### src/rtl/fetch_unit.sv
// Fetch front end: PC, program-memory stage and decode-stage instruction registers.
// Define FETCH_RAS_EN to build the return-address stack for call/ret.
module fetch_unit #(
  parameter int ADDR_W = 8,
  parameter int INS_W = 20,
  parameter int RAS_DEPTH = 4,
  parameter logic [INS_W-1:0] NOP = {INS_W{1'b0}}
) (
  input  logic              clk,
  input  logic              reset,
  input  logic [ADDR_W-1:0] jmp_loc,
  input  logic              pc_mux_sel,
  input  logic              call,
  input  logic              ret,
  input  logic              stall,
  input  logic              stall_pm,
  output logic [ADDR_W-1:0] imem_addr,
  input  logic [INS_W-1:0]  imem_data,
  output logic [INS_W-1:0]  ins_pm,
  output logic [INS_W-1:0]  ins,
  output logic [ADDR_W-1:0] current_address,
  output logic              ras_full,
  output logic              ras_empty,
  output logic              ras_err
);

  logic [ADDR_W-1:0] pc;
  logic [ADDR_W-1:0] pc_pm;
  logic [ADDR_W-1:0] pc_next;
  logic [ADDR_W-1:0] ras_top;
  logic              hold;
  logic              ret_take;
  logic              redirect;

  assign hold = stall | stall_pm;

`ifdef FETCH_RAS_EN
  localparam int PW = $clog2(RAS_DEPTH);
  localparam int CW = PW + 1;

  logic [ADDR_W-1:0] ras_mem [RAS_DEPTH];
  logic [CW-1:0]     ras_cnt;
  logic [PW-1:0]     top_idx;
  logic              push;
  logic              err_q;

  assign ras_full  = (ras_cnt == CW'(RAS_DEPTH));
  assign ras_empty = (ras_cnt == '0);
  assign ras_err   = err_q;
  assign top_idx   = ras_cnt[PW-1:0] - PW'(1);
  assign ras_top   = ras_mem[top_idx];
  assign ret_take  = ret & ~ras_empty & ~hold;
  // ret has priority over a simultaneous call
  assign push      = call & pc_mux_sel & ~ret & ~hold;

  always_ff @(posedge clk) begin
    if (push && !ras_full)
      ras_mem[ras_cnt[PW-1:0]] <= current_address + ADDR_W'(1);
  end

  always_ff @(posedge clk or negedge reset) begin
    if (!reset) begin
      ras_cnt <= '0;
      err_q   <= 1'b0;
    end else begin
      if (ret_take)
        ras_cnt <= ras_cnt - CW'(1);
      else if (push && !ras_full)
        ras_cnt <= ras_cnt + CW'(1);
      if ((push && ras_full) || (ret && ras_empty && !hold))
        err_q <= 1'b1;
    end
  end
`else
  logic unused_ras;

  assign unused_ras = call ^ ret ^ (RAS_DEPTH < 2);
  assign ras_full   = 1'b0;
  assign ras_empty  = 1'b1;
  assign ras_err    = 1'b0;
  assign ras_top    = '0;
  assign ret_take   = 1'b0;
`endif

  assign redirect = ~hold & (ret_take | pc_mux_sel);

  always_comb begin
    pc_next = pc + ADDR_W'(1);
    if (!reset)
      pc_next = '0;
    else if (hold)
      pc_next = pc;
    else if (ret_take)
      pc_next = ras_top;
    else if (pc_mux_sel)
      pc_next = jmp_loc;
  end

  assign imem_addr = pc_next;

  always_ff @(posedge clk or negedge reset) begin
    if (!reset) begin
      pc              <= '0;
      pc_pm           <= '0;
      ins_pm          <= NOP;
      ins             <= NOP;
      current_address <= '0;
    end else if (!stall) begin
      if (stall_pm) begin
        ins <= NOP;
      end else begin
        pc              <= pc_next;
        pc_pm           <= pc;
        ins_pm          <= redirect ? NOP : imem_data;
        ins             <= ins_pm;
        current_address <= pc_pm;
      end
    end
  end

endmodule

### config.mk
export PLATFORM = sky130hd
export DESIGN_NAME = fetch_unit
export DESIGN_NICKNAME = d
export VERILOG_FILES = /design/src/rtl/fetch_unit.sv
export SDC_FILE = /design/constraint.sdc
export NUM_CORES = 1
export LEC_CHECK = 0
export ABC_AREA = 1
export CAP_MARGIN = 20
export CORE_UTILIZATION = 41
export CTS_CLUSTER_DIAMETER = 80
export DETAILED_ROUTE_END_ITERATION = 7
export HOLD_SLACK_MARGIN = 0.03
export PLACE_DENSITY = 0.75
export SETUP_SLACK_MARGIN = 0.1
export SLEW_MARGIN = 25
export SYNTH_ARGS = -nofsm -noshare
export SYNTH_HDL_FRONTEND = slang
export SYNTH_SLANG_ARGS = --single-unit
### constraint.sdc
create_clock -name clk -period 1.17 [get_ports clk]
set_input_delay 0.1755 -clock clk [delete_from_list [all_inputs] [get_ports clk]]
set_output_delay 0.1755 -clock clk [all_outputs]
set_load 0.005 [all_outputs]
==> impl_metrics.py <==
metrics = {
    "timing": {
        "setup_ws_ps": -662,
        "drv_slew": 0,
        "hold_viol_final": 25,
        "fin_tns_setup_ps": -6100,
        "timing.final.crit_share_pct": 157,
        "fmax_mhz": 546,
        "holdWs_ps": -30.5,
        "fin_crit_ps": 1830,
        "report.final.setup_viol": 16,
        "rsz0062_at_grt": "true",
        "skew_ps": 7.17,
    },
    "global_routing": {
        "antenna_found_initial": 0,
        "grt_pass1_wl_mm": 12.1,
        "overflow": 0,
        "grt_max_degree": 70,
        "grt_util_all_layers_pct": 21.9,
        "grt_pass1_vias": 2598,
    },
    "die": {
        "die_w_um": 83.6,
        "initial_core_util_pct": 42.8,
        "ioPinCount": 94,
        "die_y_um": 83.6,
        "core_area_um2": 6390,
        "dieArea_um2": 6990,
        "rows": 29,
    },
    "cells_and_area": {
        "diodes": 0,
        "drive_gt1_share_pct": 32.5,
        "syn2layout_area_growth_pct": 48.6,
        "nets": 483,
        "nFillCells": 546,
    },
    "clock_network": {
        "max-clock-path-buffers": 2,
        "cts_tree": "yes",
        "cts.sinks": 64,
        "numCtsBuffers": 9,
        "cts_root_buf": "clkbuf_8",
        "path_clk_slew_ps": 70,
        "htreeDepth": 3,
        "clk_latency_ps": 330,
    },
    "drt": {
        "drtIter0Drc": 136,
        "vias_per_cell": 4.91,
        "ant_nets": 0,
        "via_count": 2597,
        "wirelength_mm": 7.19,
        "first_pass_iters": 4,
        "post-route-drc-count": 0,
        "routedWlPerCell_um": 13.6,
    },
    "power": {
        "power.total_mw": 5.23,
        "p_leak_nw": 2.09,
        "peakVddDrop_uv": 896,
        "power_density_nw_per_um2": 1290,
    },
    "logic_synthesis": {
        "synth-edff-count": 0,
        "yosys_warnings": 0,
        "syn-cell-area_um2": 2730,
        "synth_flop_cell": "dfrtp_1",
        "async_flop_share_pct": 100,
        "yosys-top-cells-count": "nand2_1, dfrtp_1, o21ai_0",
        "yosys.area.top_type": "dfrtp_1",
        "seq_area_frac_synth_pct": 58.6,
        "yosysUniqueCellTypes": 21,
        "yosysMostFrequentCell": "nand2_1",
        "synthCells": 318,
        "ys_ff_latch": 64,
        "synth_top_area_share_pct": 58.6,
        "synth_area_leaders": "dfrtp_1, nand2_1, o21ai_0",
        "avgSynthCellArea_um2": 8.59,
    },
    "worst_setup_path": {
        "cp.arrival_ps": 1660,
        "reg2reg_depth": 11,
        "r2r_setup_slack_ps": -310,
        "path_cells": "buf_4 > buf_6 > inv_4 > nor2_4 > buf_4 > nand3_1 > nand3_2 > a21oi_2 > buf_2",
        "cp-startpoint": "pc[0]$_DFFE_PN0N_",
        "crit_cells": 9,
        "cpMostUsedCell": "buf_4",
        "worstSetupPathType": "reg2out",
        "end_kind": "primary output",
        "slowest_stage": "dfrtp_1",
        "worstSetupStartpointType": "flop",
        "cp.required_ps": 990,
        "r2r_end": "pc[5]$_DFFE_PN0N_",
        "critPathTopFamily": "buffers and inverters",
        "r2r-start": "pc[0]$_DFFE_PN0N_",
        "worst-path-buf-inv": 5,
        "max_stage_delay_ps": 400,
        "cp_max_fo": 4,
    },
    "placement": {
        "pre_cts_ws_ps": -1010,
        "dpl.hpwl_mm": 4.55,
        "place.gp.congestion": 0.860,
        "port_buffers": 88,
    },
    "run_status": {
        "violations": "negative hold slack, negative setup slack",
        "status": "finished with violations",
    },
    "hold_path": {
        "min-delay-path-class": "in2async",
    },
    "job": {
        "max-cap-violations": 0,
    },
}
power by group:
| group | switching, mW | internal (mW) | total [mW] |
|---|---|---|---|
| Clock | 0.815 | 0.941 | 1.76 |
| Combinational | 0.475 | 0.478 | 0.953 |
| Sequential | 0.104 | 2.42 | 2.52 |
logic make-up (layout without fill, tap and decap cells):
| group | Yosys count | count (layout) | synth area share (%) |
|---|---|---|---|
| compound gates | 75 | 75 | 14.2 |
| flops | 64 | 64 | 58.6 |
| other cells | 2 | 3 | 0.275 |
| fa+ha+maj | 1 | 1 | 0.458 |
| xor+xnor | 1 | 1 | 0.321 |
| simple gates | 113 | 113 | 16.8 |
| buf+inv | 62 | 195 | 9.34 |
registers in the layout, summed over array words and instances, names as in the netlist:
name             count
pc_pm                8
ins                 20
ins_pm              20
pc                   8
current_address      8
layout by cell type (no fill, tap or decap), types with 2 or more instances in the layout:
cell and n:
nor2_2 2, conb_1 3, clkbuf_1 2, nand2_4 3, dlygate4sd2_1 3, nand2_1 84
nor2_1 5, nand3_1 8, o21ai_0 52, inv_4 2, nand3_2 3, inv_1 41
nor2_4 4, buf_4 34, o21ai_1 10, a21oi_2 6, buf_2 57, buf_12 2
dfrtp_1 63, inv_2 3, buf_6 8, clkdlybuf4s50_1 28, clkbuf_8 12, o21ai_2 3
per-layer routing:
metal	track usage, %	up-vias	share of wire, %	routed length [um]
met1	28.6	1256	45	3220
met2	35.2	78	48	3430
met5	0	-	0	0
met3	5.14	12	5.8	419
met4	9.09	0	1.7	119
li1	-	1251	-	-
per-stage QoR:
step / hold slack, ps / instance area, um2 / util [%] / std cells
floorplan: -120 / 2750 / - / 319
global placement: 352 / 3830 / 60.1 / 492
detailed placement: 350 / 3830 / 60.1 / 492
CTS: -16.6 / 3980 / 62.3 / 527
global route: -1.25 / 4060 / 63.6 / 529
finish: -30.5 / 4060 / 63.6 / 529
timing repair:
action                                 in CTS  in global routing
resized for setup                         249                 23
setup endpoints to repair                 111                 53
pin swaps                                  22                 17
buffers inserted                           19                  3
endpoints found under the hold margin      64                 58
tightest hold or removal path, stage by stage:
cell,delay [ps]
buf_2,110
buf_4,120
buf_12,300
final cells by class:
class	instances	area [um2]	share of cell area, %
Multi-Input combinational cell	193	1010	24.8
Sequential cell	64	1600	39.5
Inverter	46	178	4.38
Clock inverter	2	12.5	0.308
Timing Repair Buffer	133	992	24.4
Clock buffer	14	173	4.25
Tap cell	77	96.3	2.37
how the worst max path moves through the flow:
stage | end | slack [ps]
floorplan | imem_addr[6] | -90
global placement | imem_addr[3] | -940
detailed placement | imem_addr[3] | -1010
CTS | imem_addr[6] | -660
global route | imem_addr[7] | -760
finish | imem_addr[5] | -660
No activity file was read; power rests on OpenSTA's default activity.
